### config.mk
export PLATFORM = sky130hd
export DESIGN_NAME = gelato_rr_arbiter
export DESIGN_NICKNAME = d
export VERILOG_FILES = /design/src/rtl/gelato_arb_pkg.sv /design/src/rtl/gelato_rr_pick.sv /design/src/rtl/gelato_rr_arbiter.sv
export SDC_FILE = /design/constraint.sdc
export NUM_CORES = 1
export LEC_CHECK = 0
export ABC_AREA = 1
export CAP_MARGIN = 20
export CORE_MARGIN = 10
export CORE_UTILIZATION = 42
export DETAILED_ROUTE_END_ITERATION = 6
export HOLD_SLACK_MARGIN = 0.05
export PLACE_DENSITY = 0.74
export SYNTH_ARGS = -nofsm -noshare
export SYNTH_HDL_FRONTEND = slang
export SYNTH_SLANG_ARGS = --single-unit
### constraint.sdc
create_clock -name clk -period 3.51 [get_ports clk]
set_input_delay 0.5265 -clock clk [delete_from_list [all_inputs] [get_ports clk]]
set_output_delay 0.5265 -clock clk [all_outputs]
set_load 0.01 [all_outputs]
### src/rtl/gelato_arb_pkg.sv
// Shared types and constants for the gelato round-robin arbiter.
package gelato_arb_pkg;

   typedef enum logic {
      IDLE = 1'b0,
      BUSY = 1'b1
   } arb_state_e;

   localparam logic ARB_MODE_RR    = 1'b0;
   localparam logic ARB_MODE_FIXED = 1'b1;

endpackage

### src/rtl/gelato_rr_pick.sv
// Combinational winner selection: circular scan from ptr, or plain lowest-index.
module gelato_rr_pick
   import gelato_arb_pkg::*;
#(
   parameter int NUM_PORTS = 4,
   parameter int IDX_W     = $clog2(NUM_PORTS)
) (
   input  logic [NUM_PORTS-1:0] req,
   input  logic [IDX_W-1:0]     ptr,
   input  logic                 mode,
   output logic                 found,
   output logic [IDX_W-1:0]     idx
);

   logic [2*NUM_PORTS-1:0] dbl;

   // The upper copy supplies the wrapped-around candidates, so the lowest
   // surviving bit is the circular winner for any port count. Scanning downward
   // lets the lowest qualifying bit be the last assignment.
   always_comb begin
      dbl = {req, req};
      idx = '0;
      for (int i = 2*NUM_PORTS-1; i >= 0; i--) begin
         if (dbl[i] && ((mode == ARB_MODE_FIXED) || (i >= int'(ptr)))) begin
            idx = (i >= NUM_PORTS) ? IDX_W'(i - NUM_PORTS) : IDX_W'(i);
         end
      end
   end

   assign found = |req;

endmodule

### src/rtl/gelato_rr_arbiter.sv
// N-way round-robin / fixed-priority arbiter with burst locking and optional beat limit.
module gelato_rr_arbiter
   import gelato_arb_pkg::*;
#(
   parameter int NUM_PORTS     = 4,
   parameter int IDX_W         = $clog2(NUM_PORTS),
   parameter int PRIORITY_MODE = 0,
   parameter int MAX_HOLD      = 0
) (
   input  logic                 clk,
   input  logic                 rst_n,
   input  logic [NUM_PORTS-1:0] req_valid,
   input  logic [NUM_PORTS-1:0] req_last,
   input  logic                 grant_ready,
   output logic                 grant_valid,
   output logic [IDX_W-1:0]     grant_idx,
   output logic [NUM_PORTS-1:0] grant_onehot,
   output logic                 beat_fire
);

   localparam int   HOLD_W = (MAX_HOLD == 0) ? 1 : $clog2(MAX_HOLD + 1);
   localparam logic MODE   = (PRIORITY_MODE == 1) ? ARB_MODE_FIXED : ARB_MODE_RR;

   arb_state_e       state;
   logic [IDX_W-1:0] ptr;
   logic [IDX_W-1:0] ptr_next;
   logic [IDX_W-1:0] pick_idx;
   logic             pick_found;
   logic [HOLD_W-1:0] hold_cnt;
   logic             hold_done;
   logic             release_grant;

   gelato_rr_pick #(
      .NUM_PORTS (NUM_PORTS),
      .IDX_W     (IDX_W)
   ) u_pick (
      .req   (req_valid),
      .ptr   (ptr),
      .mode  (MODE),
      .found (pick_found),
      .idx   (pick_idx)
   );

   assign beat_fire = grant_valid & req_valid[grant_idx] & grant_ready;

   assign hold_done = (MAX_HOLD != 0) && (hold_cnt == HOLD_W'(MAX_HOLD - 1));

   // Last beat, beat limit and requester drop all collapse into one release.
   assign release_grant = !req_valid[grant_idx] ||
                          (beat_fire && (req_last[grant_idx] || hold_done));

   assign ptr_next = (grant_idx == IDX_W'(NUM_PORTS - 1)) ? '0 : grant_idx + 1'b1;

   always_ff @(posedge clk or negedge rst_n) begin
      if (!rst_n) begin
         state        <= IDLE;
         ptr          <= '0;
         hold_cnt     <= '0;
         grant_valid  <= 1'b0;
         grant_idx    <= '0;
         grant_onehot <= '0;
      end else begin
         case (state)
            IDLE: begin
               if (pick_found) begin
                  state        <= BUSY;
                  grant_valid  <= 1'b1;
                  grant_idx    <= pick_idx;
                  grant_onehot <= NUM_PORTS'(1) << pick_idx;
                  hold_cnt     <= '0;
               end
            end
            BUSY: begin
               if (beat_fire) begin
                  hold_cnt <= hold_cnt + 1'b1;
               end
               // Dropping back to IDLE for one cycle is the intended bubble between grants.
               if (release_grant) begin
                  state        <= IDLE;
                  grant_valid  <= 1'b0;
                  grant_idx    <= '0;
                  grant_onehot <= '0;
                  ptr          <= ptr_next;
               end
            end
            default: begin
               state <= IDLE;
            end
         endcase
      end
   end

endmodule

==> Word-level counts from Yosys, hierarchy flattened <==
Cells that the tools add are included.
{ "word_totals": {"register_bits": 10, "in_bits": 11, "output_inout_bits": 8, "word_cells": 50} }
{ "op_classes": {"addsub": 1, "order_cmp": 4, "eq_ne": 3, "shifts": 1, "muxes": 24, "n_bitwise": 3, "reduce_logical": 9} }
{ "ops": {"columns": ["op", "count"], "rows": [
  ["$mux W2", 10],
  ["$mux W4", 2],
  ["$pmux W4 S2", 1],
  ["$mux W1", 6],
  ["$bmux W1 S2", 2],
  ["$ge A1 B2 Y1 const A", 2],
  ["$logic_and A1 B1 Y1", 4],
  ["$pmux W1 S2", 2],
  ["$pmux W2 S2", 1],
  ["$reduce_and A2 Y1", 2],
  ["$reduce_or A4 Y1", 1],
  ["$shl A1 B2 Y4 const A", 1],
  ["$lt A2 B3 Y1 const B", 1],
  ["$add A2 B1 Y2 const B", 1],
  ["$and A1 B1 Y1", 2],
  ["$eq A2 B2 Y1 const B", 1],
  ["$ge A2 B2 Y1 const A", 1],
  ["$ne A2 B1 Y1 const B", 1],
  ["$ne A2 B2 Y1 const B", 1],
  ["$logic_not A1 Y1", 1],
  ["$logic_or A1 B1 Y1", 1],
  ["$not A1 Y1", 1]
]} }

==> Depth between registers and ports, before layout <==
{ "depth": {"depth_word": 10, "ltp_mapped": 9, "ltp_nobuf": 9} }

==> Modules after synthesis <==
From an unflattened synthesis, not the netlist that was laid out.
{ "hier_totals": {"hier_cells": 93, "hier_area_um2": 625.6} }
{ "by_module_without_submodules": {"columns": ["mod", "instances", "cells_each", "area_per_inst_um2", "seq_area_each_um2"], "rows": [
  ["gelato_rr_arbiter", 1, 69, 530.5, 250.2],
  ["gelato_rr_pick", 1, 24, 95.1, 0.0]
]} }

==> Worst setup path before layout <==
No wires, ideal clock.
{ "synth_path": {"path_kind": "input-to-output", "start": "input port req_valid[3]", "end": "output port beat_fire", "t_arrival_ns": 0.949, "required_ns": 2.984, "path_slack_ns": 2.034, "cell_stages": 4, "path_buffers": 0, "path_cell_list": "inv_1 nand2_1 nand3_1 a21oi_1"} }
{ "synth_via": {"elab_chain_cells": 4} }
{ "synth_lines": {"columns": ["element", "line_no", "source"], "rows": [
  ["start, declared", "gelato_rr_arbiter.sv:12", "input logic [NUM_PORTS-1:0] req_valid,"],
  ["$bmux W1 S2", "gelato_rr_arbiter.sv:44", "assign beat_fire = grant_valid & req_valid[grant_idx] & grant_ready;"],
  ["$mux W1 (not written as such)", "gelato_rr_arbiter.sv:44", null],
  ["$and A1 B1 Y1 (2 in a row)", "gelato_rr_arbiter.sv:44", null],
  ["end, declared", "gelato_rr_arbiter.sv:18", "output logic beat_fire"]
]} }
No other way between the ends. The select of a mux whose other input is x is not followed.

==> Final worst setup path <==
{ "layout_path": {"start": "input port req_valid[2]", "end": "output port beat_fire"} }
The elaborated chain is that of the path after synthesis.

==> metrics <==
die footprint=approximately 3300 um2; post-synthesis cell count=84; Clock Root Buffer=clkbuf_4; top cells by area, synth=dfrtp_1 43%, nand2_1 20%, nand3_1 13%; RSZ-0062 raised after global routing=false; Net Count, Synth=96; TritonCTS clock tree=built; element type at the critical path start=input pin; share of synthesized flip-flops with an asynchronous set or reset=between 90% and 100%; pwr/cell area=roughly 820 nW/um2; H-tree depth reported by CTS=1; Final Cell Area=807.0 um2; routability congestion estimate=~0.81; aggregate negative setup slack=0 ns; cell type with the highest aggregate area in the netlist=dfrtp_1; critical path capture point type=primary output; Period Utilization, post-route=around 71%; sum of overflow across all layers after global routing=0; IO buf count=18; average wire per standard cell=12.18 um; number of max-cap violations=0; Yosys warnings=0; per-instance average area after synthesis=6.941 um2; layout cells sized above 1=under 10%; fill cell instance count of the final layout=129; Max-Slew Margin vs Limit=between 60% and 70%; minimum period implied by the final worst setup slack=between 2 and 2.5 ns; worst ir drop on vdd=0.4193 mV; kind of path behind the tightest hold check=flop to flop; most common cell in the netlist=nand2_1; number of hold violations in the final report=0; top cells by instance count after synthesis=31 x nand2_1, 15 x nand3_1, 10 x dfrtp_1, 10 x inv_1, 4 x nor2_1; initial core utilization=44.81%; row cnt=13; number of synthesized register bits=10; clock transition at the register clock pins on the worst setup and hold paths after CTS=~0.07 ns; count of flip-flops with a built-in enable after synthesis=0; number of buffers created by CTS=3; height of the chip=57.26 um; core box area=~1300 um2; Detailed Place HPWL=around 1100 um; total of hold buffers inserted after clock tree synthesis=0; wirelength, routed=roughly 1500 um; Synth-to-Final Area Change=38.41%; number of nets in the layout=118; ys flop type=dfrtp_1; critical path peak fanout=3; Seq/Total Area, Yosys=between 40% and 50%; width of the die=57.26 um; measured slew at the worst slew-check pin=around 0.45 ns; maximum clock skew at final layout=roughly 0.0018 ns; CP Data Arrival Time=around 2 ns; status=finished, final reports clean; ANT cells=0; DRT iter0 DRCs=16; clock tree buffer depth=2; highest clock rate=401.4 MHz; DR vias/cell=4.983; Residual DRC=0; number of clock sinks=10; Top-Level Pins=19; number of antenna violations at the first check in global routing=0; pin count of the biggest net entering global routing=12; first-pass GRT wire length=roughly 2500 um; global-route total usage across every layer=a little under a tenth; portion of synthesized cell area occupied by the leading cell type=between 40 and 50%; worst endpoint required time=around 3.0 ns; leakage power=around 0.00042 uW; cell area reported after detailed placement=770.7 um2; # setup viols final=0; number of nets with antenna violations after detailed routing=0; latest clock arrival within the worst-skew pair=0.27 ns; kind of critical path=input pin to primary output; post-synth design cell area=around 580 um2; Resized cells post-CTS=0; Netlist cell types=15; number of global-route vias before repair=just over 600; length of the first detailed-routing pass in iterations=4; number of buffers inserted to repair setup after CTS=0; vias after detailed routing=598; Max Slew Vio Count=0
-- report_power, final --
| part | switching (uW) | leakage, uW | internal [uW] |
|---|---|---|---|
| Combinational | 184 | 0.000277 | 153 |
| Clock | 41.6 | 0.0000210 | 63.0 |
| Sequential | 51.2 | 0.000125 | 170 |
| Total | 277 | 0.000423 | 386 |
-- path summary, 6_finish.rpt --
kind                            cells after the start         start  slack, ns              end
max in group asynchronous                           1         rst_n       2.63     grant_idx[0]
worst max register to register                      9  grant_idx[0]       2.13  grant_onehot[0]
min in group asynchronous                           1         rst_n       0.57           ptr[1]
worst max-delay path                                6  req_valid[2]       1.02        beat_fire
worst min-delay path                                2   grant_valid       0.50      grant_valid
worst min register to register                      2   grant_valid       0.50      grant_valid
-- through the flow --
stage	total power, uW	instances	hold slack, ns	util (%)	setup slack [ns]
after global placement	559.2	116	0.4868	59.23	1.080
after global routing	725.0	120	0.5515	62.02	0.9085
after CTS	668.5	120	0.5051	62.02	1.014
final	662.3	120	0.5024	62.02	1.019
after floorplan	438.1	84	0.2309	-	2.034
after detailed placement	564.1	116	0.4888	59.23	1.023
-- sequential cells by signal (all words and copies together), names as in the netlist --
name          flops
ptr               2
grant_onehot      4
grant_valid       1
grant_idx         2
state             1
-- routing by layer --
metal	GRT usage [%]	wire, um
met5	0	0
met4	4.027	17
met3	4.204	133
met2	15.81	641
met1	9.620	668
-- cell type report --
type	instances	area [um2]	share of cell area, %
clock buffer	4	36.28	4.496
inverter	11	41.29	5.116
multi-input combinational	62	280.3	34.73
sequential	10	250.2	31.01
tap	15	18.77	2.326
timing repair buffer	18	180.2	22.33
-- logic make-up after synthesis --
logic type | count (synthesis) | synth area share, %
buf+inv | 12 | 9.013
fa+ha+maj | 1 | 2.146
flops | 10 | 42.92
simple gates | 56 | 41.63
compound gates | 5 | 4.291
-- critical path, cell delays in order --
cell,delay [ns]
clkdlybuf4s50_1,0.51
inv_1,0.06
nand2_1,0.05
nand3_1,0.09
a21oi_1,0.17
clkdlybuf4s50_1,0.55
-- cell usage in the layout (no fill, tap or decap) --
cell type,synthesis,layout
nand4_1,1,1
a21oi_1,2,2
o21ai_1,1,1
nor2_1,4,4
inv_1,10,10
nand2_2,3,3
clkbuf_4,0,3
nor3_1,1,1
nand3_1,15,15
ha_1,1,1
clkdlybuf4s50_1,0,18
inv_2,1,1
clkbuf_8,0,1
or2_2,1,1
o21ai_0,2,2
dfrtp_1,10,10
nand2_1,31,31
Power figures use the tool's default switching activity.
